`src/rtl/parallel_adder_pkg.sv`:
```
// Shared definitions for the parallel-adder sequencer.
//   - default operand count, operand width, result width and adder latency
//   - controller state encoding
//   - counter-width helpers (never narrower than one bit)
package parallel_adder_pkg;

    localparam int M_DEF         = 16;
    localparam int N_DEF         = 4;
    localparam int RES_W_DEF     = 8;
    localparam int ADDER_LAT_DEF = 2;

    typedef enum logic [2:0] {
        ST_IDLE   = 3'd0,
        ST_CLEAR  = 3'd1,
        ST_STREAM = 3'd2,
        ST_WAIT   = 3'd3,
        ST_DONE   = 3'd4
    } state_e;

    function automatic int cw(input int n);
        return (n > 1) ? $clog2(n) : 1;
    endfunction

    // Slice counter runs 0..N-1.
    function automatic int slice_cw(input int n);
        return cw(n);
    endfunction

    // Wait counter holds values up to ADDER_LAT.
    function automatic int lat_cw(input int lat);
        return cw(lat + 1);
    endfunction

endpackage

```
`src/rtl/pa_slice_shifter.sv`:
```
// Operand store and bit-slice generator for the parallel-adder sequencer.
// Ports:
//   clk, rst      clock, asynchronous active-low reset
//   load          capture the operand bus (operand k at [k*N +: N])
//   advance       shift every operand right by one bit
//   operands      M*N-bit operand bus
//   slice         current LSB of every operand; operand k drives bit M-1-k
module pa_slice_shifter
    import parallel_adder_pkg::*;
#(
    parameter int M = M_DEF,
    parameter int N = N_DEF
) (
    input  logic             clk,
    input  logic             rst,
    input  logic             load,
    input  logic             advance,
    input  logic [M*N-1:0]   operands,
    output logic [M-1:0]     slice
);

    logic [M*N-1:0] op_q;
    logic [M*N-1:0] op_d;

    always_comb begin
        op_d = op_q;
        if (load) begin
            op_d = operands;
        end else if (advance) begin
            for (int k = 0; k < M; k++) begin
                op_d[k*N +: N] = op_q[k*N +: N] >> 1;
            end
        end
    end

    // Operand 0 lands on the MSB of the slice, matching the adder's input order.
    always_comb begin
        slice = '0;
        for (int k = 0; k < M; k++) begin
            slice[M-1-k] = op_q[k*N];
        end
    end

    always_ff @(posedge clk or negedge rst) begin
        if (!rst) begin
            op_q <= '0;
        end else begin
            op_q <= op_d;
        end
    end

endmodule

```
`src/rtl/parallel_adder_seq_ctrl.sv`:
```
// Sequencer for the bit-serial parallel adder datapath.
// Accepts one operand set per valid/ready transaction, clears the adder, streams
// N bit-slices LSB first, waits out the adder latency, then captures the sum and
// holds it on a valid/ready output until accepted.
// Ports:
//   clk, rst          clock, asynchronous active-low reset
//   in_valid/in_ready operand handshake (ready only while idle)
//   operands          M*N-bit operand bus, operand k at [k*N +: N]
//   data_bits         slice to the adder, operand k on bit M-1-k
//   adder_rst         active-high clear to the adder
//   adder_result      sum from the adder
//   result/out_valid  captured sum, held until out_ready
//   out_ready         consumer accepts result
//   busy              high whenever not idle
//
// state     | meaning
// ST_IDLE   | adder held clear, waiting for an operand set
// ST_CLEAR  | one cycle of adder clear after accept
// ST_STREAM | N cycles driving slices 0..N-1
// ST_WAIT   | ADDER_LAT cycles for the adder pipeline, capture in the last
// ST_DONE   | result presented until out_ready
module parallel_adder_seq_ctrl
    import parallel_adder_pkg::*;
#(
    parameter int M         = M_DEF,
    parameter int N         = N_DEF,
    parameter int RES_W     = RES_W_DEF,
    parameter int ADDER_LAT = ADDER_LAT_DEF
) (
    input  logic               clk,
    input  logic               rst,
    input  logic               in_valid,
    output logic               in_ready,
    input  logic [M*N-1:0]     operands,
    output logic [M-1:0]       data_bits,
    output logic               adder_rst,
    input  logic [RES_W-1:0]   adder_result,
    output logic [RES_W-1:0]   result,
    output logic               out_valid,
    input  logic               out_ready,
    output logic               busy
);

    localparam int SLICE_CW = slice_cw(N);
    localparam int LAT_CW   = lat_cw(ADDER_LAT);

    state_e                state_q, state_d;
    logic [SLICE_CW-1:0]   slice_cnt_q, slice_cnt_d;
    logic [LAT_CW-1:0]     wait_cnt_q, wait_cnt_d;
    logic [M-1:0]          data_bits_q, data_bits_d;
    logic                  adder_rst_q, adder_rst_d;
    logic [RES_W-1:0]      result_q, result_d;
    logic                  out_valid_q, out_valid_d;

    logic                  sh_load;
    logic                  sh_advance;
    logic [M-1:0]          sh_slice;

    pa_slice_shifter #(
        .M (M),
        .N (N)
    ) u_shifter (
        .clk      (clk),
        .rst      (rst),
        .load     (sh_load),
        .advance  (sh_advance),
        .operands (operands),
        .slice    (sh_slice)
    );

    // Outputs are registered one cycle ahead: data_bits_d carries the slice that
    // the adder must see during the next state, and the shifter advances as soon
    // as that slice has been taken.
    always_comb begin
        state_d     = state_q;
        slice_cnt_d = slice_cnt_q;
        wait_cnt_d  = wait_cnt_q;
        data_bits_d = data_bits_q;
        adder_rst_d = adder_rst_q;
        result_d    = result_q;
        out_valid_d = out_valid_q;
        sh_load     = 1'b0;
        sh_advance  = 1'b0;

        case (state_q)
            ST_IDLE: begin
                adder_rst_d = 1'b1;
                data_bits_d = '0;
                if (in_valid) begin
                    sh_load     = 1'b1;
                    slice_cnt_d = '0;
                    state_d     = ST_CLEAR;
                end
            end
            ST_CLEAR: begin
                adder_rst_d = 1'b0;
                data_bits_d = sh_slice;
                sh_advance  = 1'b1;
                slice_cnt_d = '0;
                state_d     = ST_STREAM;
            end
            ST_STREAM: begin
                adder_rst_d = 1'b0;
                if (slice_cnt_q == SLICE_CW'(N - 1)) begin
                    data_bits_d = '0;
                    wait_cnt_d  = LAT_CW'(ADDER_LAT - 1);
                    state_d     = ST_WAIT;
                end else begin
                    data_bits_d = sh_slice;
                    sh_advance  = 1'b1;
                    slice_cnt_d = slice_cnt_q + 1'b1;
                end
            end
            ST_WAIT: begin
                data_bits_d = '0;
                adder_rst_d = 1'b0;
                if (wait_cnt_q == '0) begin
                    result_d    = adder_result;
                    out_valid_d = 1'b1;
                    state_d     = ST_DONE;
                end else begin
                    wait_cnt_d = wait_cnt_q - 1'b1;
                end
            end
            ST_DONE: begin
                if (out_ready) begin
                    out_valid_d = 1'b0;
                    adder_rst_d = 1'b1;
                    state_d     = ST_IDLE;
                end
            end
            default: begin
                state_d     = ST_IDLE;
                adder_rst_d = 1'b1;
                data_bits_d = '0;
                out_valid_d = 1'b0;
            end
        endcase
    end

    always_ff @(posedge clk or negedge rst) begin
        if (!rst) begin
            state_q     <= ST_IDLE;
            slice_cnt_q <= '0;
            wait_cnt_q  <= '0;
            data_bits_q <= '0;
            adder_rst_q <= 1'b1;
            result_q    <= '0;
            out_valid_q <= 1'b0;
        end else begin
            state_q     <= state_d;
            slice_cnt_q <= slice_cnt_d;
            wait_cnt_q  <= wait_cnt_d;
            data_bits_q <= data_bits_d;
            adder_rst_q <= adder_rst_d;
            result_q    <= result_d;
            out_valid_q <= out_valid_d;
        end
    end

    assign in_ready  = (state_q == ST_IDLE);
    assign busy      = (state_q != ST_IDLE);
    assign data_bits = data_bits_q;
    assign adder_rst = adder_rst_q;
    assign result    = result_q;
    assign out_valid = out_valid_q;

endmodule

```
`config.mk`:
```
export PLATFORM = sky130hd
export DESIGN_NAME = parallel_adder_seq_ctrl
export DESIGN_NICKNAME = d
export VERILOG_FILES = /design/src/rtl/parallel_adder_pkg.sv /design/src/rtl/pa_slice_shifter.sv /design/src/rtl/parallel_adder_seq_ctrl.sv
export SDC_FILE = /design/constraint.sdc
export NUM_CORES = 1
export LEC_CHECK = 0
export CORE_UTILIZATION = 44
export CTS_CLUSTER_SIZE = 24
export DETAILED_ROUTE_END_ITERATION = 8
export PLACE_DENSITY_LB_ADDON = 0.2
export SYNTH_ARGS = -nofsm -noshare
export SYNTH_HDL_FRONTEND = slang
export SYNTH_SLANG_ARGS = --single-unit
```
`constraint.sdc`:
```
create_clock -name clk -period 1.8 [get_ports clk]
set_input_delay 0.18 -clock clk [delete_from_list [all_inputs] [get_ports clk]]
set_output_delay 0.18 -clock clk [all_outputs]
set_load 0.01 [all_outputs]
```
; After elaboration in Yosys (flattened, before gate mapping)
; Index checks and enable logic that the tools add are counted.
[op_classes]
add_sub_neg = 2
muxes = 24
eq_ne = 11
n_bitwise = 1
n_reduce_logical = 13
[ops]
columns = cell, count
row1 = 64-bit 2-to-1 mux, 2
row2 = 16-bit one-hot mux with 3 select lines, 1
row3 = 16-bit 2-to-1 mux, 1
row4 = 3-bit one-hot mux with 5 select lines, 1
row5 = 3-bit 2-to-1 mux, 4
row6 = 2-bit inequality test (second input constant), 6
row7 = 3-bit AND reduction, 3
row8 = 2-bit 2-to-1 mux, 4
row9 = 3-bit by 2-bit equality test with 1-bit output (second input constant), 2
row10 = 1-bit 2-to-1 mux, 6
row11 = 2-bit one-hot mux with 3 select lines, 1
row12 = 3-bit nonzero test, 2
row13 = 3-bit OR reduction, 2
row14 = 1-bit one-hot mux with 2 select lines, 2
row15 = 2-bit one-hot mux with 2 select lines, 1
row16 = 4-bit AND reduction, 1
row17 = 2-bit nonzero test, 2
row18 = 3-bit by 1-bit equality test with 1-bit output (second input constant), 1
row19 = 3-bit equality test (second input constant), 1
row20 = 3-bit logical NOT, 1
row21 = 1-bit one-hot mux with 3 select lines, 1
row22 = 2-bit by 1-bit adder with 2-bit output (second input constant), 1
row23 = 2-bit equality test (second input constant), 1
row24 = 2-bit logical NOT, 1
row25 = 3 further kinds, 3
[word_totals]
ff_bits = 97
out_inout_bits = 28
input_bits = 76

; Depth between registers and ports, before layout
[logic_depth]
ltp_word = 5
depth_mapped = 6
mapped_depth_nobuf = 5

; Hierarchy
; From an unflattened synthesis, not the netlist that was laid out.
[hier_totals]
cells_unflattened = 399
area_unflattened_um2 = 4449.3
[by_module_without_submodules]
columns = mod, area_per_inst_um2, cells_per_inst, seq_area_each_um2, n_inst
row1 = pa_slice_shifter, 3067.9, 293, 1601.5, 1
row2 = parallel_adder_seq_ctrl, 1381.3, 106, 827.0, 1

; Worst setup path before layout
; Ideal clock, no wire load.
[synth_path]
path_type = reg2reg
from = register slice_cnt_q[0]
to = register u_shifter.op_q[18]
t_arrival_ns = 1.794
required_ns = 1.674
n_path_buf = 2
stages_incl_launch_ff = 7
setup_slack_ns = -0.120
period_less_slack_ns = 1.920
cell_sequence = dfrtp_1 -> ha_1 -> or4b_1 -> o31a_1 -> buf_6 -> buf_6 -> a221o_1
[synth_between]
elab_chain_cells = 4
[synth_lines]
columns = item, line_no
row1 = from (decl), parallel_adder_seq_ctrl.sv:48  ; logic [SLICE_CW-1:0] slice_cnt_q, slice_cnt_d;
row2 = from (signal assigned), parallel_adder_seq_ctrl.sv:152  ; slice_cnt_q <= slice_cnt_d;
row3 = 2-bit equality test, parallel_adder_seq_ctrl.sv:104  ; if (slice_cnt_q == SLICE_CW'(N - 1)) begin
row4 = 1-bit 2-to-1 mux, parallel_adder_seq_ctrl.sv:104
row5 = 1-bit one-hot mux with 2 select lines, parallel_adder_seq_ctrl.sv:85  ; case (state_q)
row6 = 2-bit nonzero test (no line), n/a
row7 = to (signal assigned), pa_slice_shifter.sv:48  ; op_q <= op_d;
row8 = to (decl), pa_slice_shifter.sv:22  ; logic [M*N-1:0] op_q;
; Every way passes these cells.
; A chain may end at the register's enable or synchronous reset.

; Worst setup path after layout
[layout_path]
from = register slice_cnt_q[1]
to = register u_shifter.op_q[0]
; Same word-level chain as after synthesis.

==> impl_metrics.env <==
export IMPL_status="complete, but fails checks"
export IMPL_violations="negative setup slack"
export IMPL_gp_congestion=0.754
export IMPL_setup_violations=50
export IMPL_post_route_period_util_pct=106
export IMPL_core_area_mm2=0.00876
export IMPL_grt_max_degree=47
export IMPL_via_per_inst=5.65
export IMPL_post_drt_wl_per_cell_um=16.9
export IMPL_wl_met2_um=4190
export IMPL_tns_ns=-3.60
export IMPL_cp_cell_sequence="ha_2, or4b_4, o31a_4, buf_12, a221o_1"
export IMPL_vias=3029
export IMPL_internal_power_mw=6.53
export IMPL_synth_edf_count=0
export IMPL_cp_required_ns=2.04
export IMPL_grt_first_pass_wirelength_um=14600
export IMPL_max_cap_violations=0
export IMPL_synth_cell_types=33
export IMPL_rrSetupSlack_ns=-0.12
export IMPL_ios=104
export IMPL_num_rows=34
export IMPL_port_buffers=103
export IMPL_grt_pass1_vias=2877
export IMPL_synth_compound_area_share_pct=21.3
export IMPL_pwr_share_clk_pct=13.6
export IMPL_drtIter0Drc=122
export IMPL_drc=0
export IMPL_r2r_end="u_shifter.op_q[0]$_DFFE_PN0P_"
export IMPL_synth_mux_area_share_pct=2.26
export IMPL_grt_usage_pct=19.4
export IMPL_hold_ws_ns=0.224
export IMPL_ys_top_cells_by_area="dfrtp_1 (60%), a221o_1 (12%), and2_1 (7.7%)"
export IMPL_cts_sinks=97
export IMPL_p_leak_nw=2.56
export IMPL_cp_max_fo=30
export IMPL_synth_top_family_by_area="compound AO/OA/AOI/OAI gates"
export IMPL_die_h_um=97.2
export IMPL_drv_slew=0
export IMPL_yosys_area_top_type_share_pct=60.2
export IMPL_die_area_mm2=0.00945
export IMPL_ctsHtreeMaxLevel=3
export IMPL_clk_latency_ns=0.36
export IMPL_worstSetupStartpointType="flop"
export IMPL_dp_hpwl_um=5680
export IMPL_worst_pin_slew_ns=0.290
export IMPL_rsz0062_at_grt="yes"
export IMPL_yosys_area_top_type="dfrtp_1"
export IMPL_startpoint="slice_cnt_q[1]$_DFFE_PN0P_"
export IMPL_timing_reg2reg_worst_path_depth=5
export IMPL_synth_xor_xnor_area_share_pct=0
export IMPL_p_total_mw=9.91
export IMPL_synth_avg_cell_area_um2=13.3
export IMPL_path_clk_slew_ns=0.10
export IMPL_grt_overflow=0
export IMPL_fin_nets=501
export IMPL_drt_total_wl_um=9080
export IMPL_synth_simple_area_share_pct=11.4
export IMPL_seq_area_frac_synth_pct=60.9
export IMPL_async_flop_share_pct=100
export IMPL_fin_crit_ns=1.92
export IMPL_cts_made_buffers=9
export IMPL_synth_nets=378
export IMPL_swShare_pct=34.1
export IMPL_rr_startpoint="slice_cnt_q[1]$_DFFE_PN0P_"
export IMPL_power_frac_comb_pct=50.7
export IMPL_dr_max_layer_used="met4"
export IMPL_cp_slowest_stage_delay_ns=0.52
export IMPL_final_cell_mix="clkdlybuf4s50_1 (100), dfrtp_1 (96), and2_1 (49)"
export IMPL_worst_clock_skew_ns=0.0146
export IMPL_die_width_um=97.2
export IMPL_layout_commonest_cell="clkdlybuf4s50_1"
export IMPL_ant_nets=0
export IMPL_first_pass_iters=4
export IMPL_wl_met3_um=461
export IMPL_switching_power_mw=3.38
export IMPL_synth_fa_ha_area_share_pct=0.627
export IMPL_clockBufferDepth=2
export IMPL_worstHoldPathType="input port to async pin"
export IMPL_syn_area_mm2=0.00399
export IMPL_multi_input_area_mm2=0.00146
export IMPL_seqPwrFrac_pct=35.8
export IMPL_placed_area_mm2=0.00529
export IMPL_wl_met1_um=4360
export IMPL_antenna_found_initial=0
export IMPL_design_area_mm2=0.00570
export IMPL_worst_slack_ns=-0.116
export IMPL_hold_violations=0
export IMPL_seq_area_mm2=0.00243
export IMPL_syn2layout_area_growth_pct=42.9
export IMPL_start_util_pct=45.5
export IMPL_final_util_pct=65.1
export IMPL_max_freq_mhz=522
export IMPL_cts_root_buf="clkbuf_8"
export IMPL_max_slew_margin_rel_pct=80.6
export IMPL_worst_setup_path_type="flop to flop"
export IMPL_synth_ff_type="dfrtp_1"
export IMPL_diodes=0
export IMPL_yosysWarnings=0
export IMPL_cp_slowest_cell="or4b_4"
export IMPL_worstPathArrival_ns=2.16
export IMPL_cts_tree="done"
export IMPL_peakVddDrop_mv=0.842
export IMPL_fill_cells=677
export IMPL_endpoint_kind="flop"
export IMPL_syn_inst=300
export IMPL_p_per_area_mw_per_mm2=1740
export IMPL_ys_ff_latch=97
export IMPL_drive_above_1_share_pct=15.2
[state kept, by name, summed over array words and instances, names as in the netlist]
signal,count
u_shifter.op_q,64
data_bits,16
result,8
state_q,3
slice_cnt_q,2
wait_cnt_q,2
adder_rst,1
out_valid,1
[layer usage]
layer	global-route usage (%)	vias to the layer above
li1	-	1394
met1	28.7	1535
met2	28.4	92
met3	3.81	8
met4	7.13	0
met5	0	-
[area by class of cell]
cell class                 instances  area share [%]
sequential                        97            42.6
multi-input combinational        176            25.5
timing repair buffer             136            26.0
clock inverter                     6           0.878
inverter                           3           0.197
clock buffer                      10            2.41
tap                              108            2.37
[worst max-delay path by stage]
stage | cells after the start | to
6_report | 5 | u_shifter.op_q[0]$_DFFE_PN0P_
5_1_grt | 5 | u_shifter.op_q[0]$_DFFE_PN0P_
4_1_cts | 5 | u_shifter.op_q[8]$_DFFE_PN0P_
3_5_place_dp | 5 | u_shifter.op_q[61]$_DFFE_PN0P_
3_3_place_gp | 5 | u_shifter.op_q[60]$_DFFE_PN0P_
2_1_floorplan | 6 | u_shifter.op_q[18]$_DFFE_PN0P_
[cell usage after synthesis (all sizes together), types with 2 or more instances]
master / instances
a21o: 2
a21oi: 3
a221o: 48
a22o: 32
and2: 49
buf: 15
clkbuf: 9
dfrtp: 96
ha: 2
inv: 3
mux2: 8
nand2: 4
nand2b: 2
nand3b: 2
nor2: 7
nor3: 2
o21ai: 2
[power by group through the flow]
stage	sequential (mW)	clock (mW)	combinational, mW
6_report	3.54	1.35	5.02
5_1_grt	3.64	1.48	5.42
4_1_cts	3.54	1.39	4.52
3_5_place_dp	3.58	0	4.10
3_3_place_gp	3.54	0	3.99
2_1_floorplan	3.58	0	2.46
[through the flow]
| stage | cells | worst slack (ns) |
|---|---|---|
| global route | 536 | -0.156 |
| CTS | 530 | -0.126 |
| finish | 536 | -0.116 |
| floorplan | 300 | -0.0925 |
| detailed placement | 508 | -0.141 |
| global placement | 508 | -0.0792 |
[timing repair]
action / in CTS / in global routing
cloned: 2 / 5
hold endpoints to repair: 18 / 0
resized for setup: 8 / 2
pin swaps: 2 / 20
buffers inserted: 3 / 1
endpoints found under the setup margin: 83 / 81
hold buffers: 1 / 0
[worst max-delay path: cells and delay by family (launching register included)]
| family | cells | cell delay [ns] |
|---|---|---|
| AND/OR/NAND/NOR | 1 | 0.52 |
| AO/OA/AOI/OAI | 2 | 0.52 |
| flip-flops | 1 | 0.39 |
| adder cells (fa/ha/maj) | 1 | 0.19 |
| buffers and inverters | 1 | 0.18 |
[cells by family after synthesis]
group | count (synthesis)
DFF | 97
AOI/OAI and AO/OA | 92
buffers and inverters | 27
muxes | 8
adders and majority gates | 2
and+or+nand+nor | 74
Power figures use the tool's default switching activity.
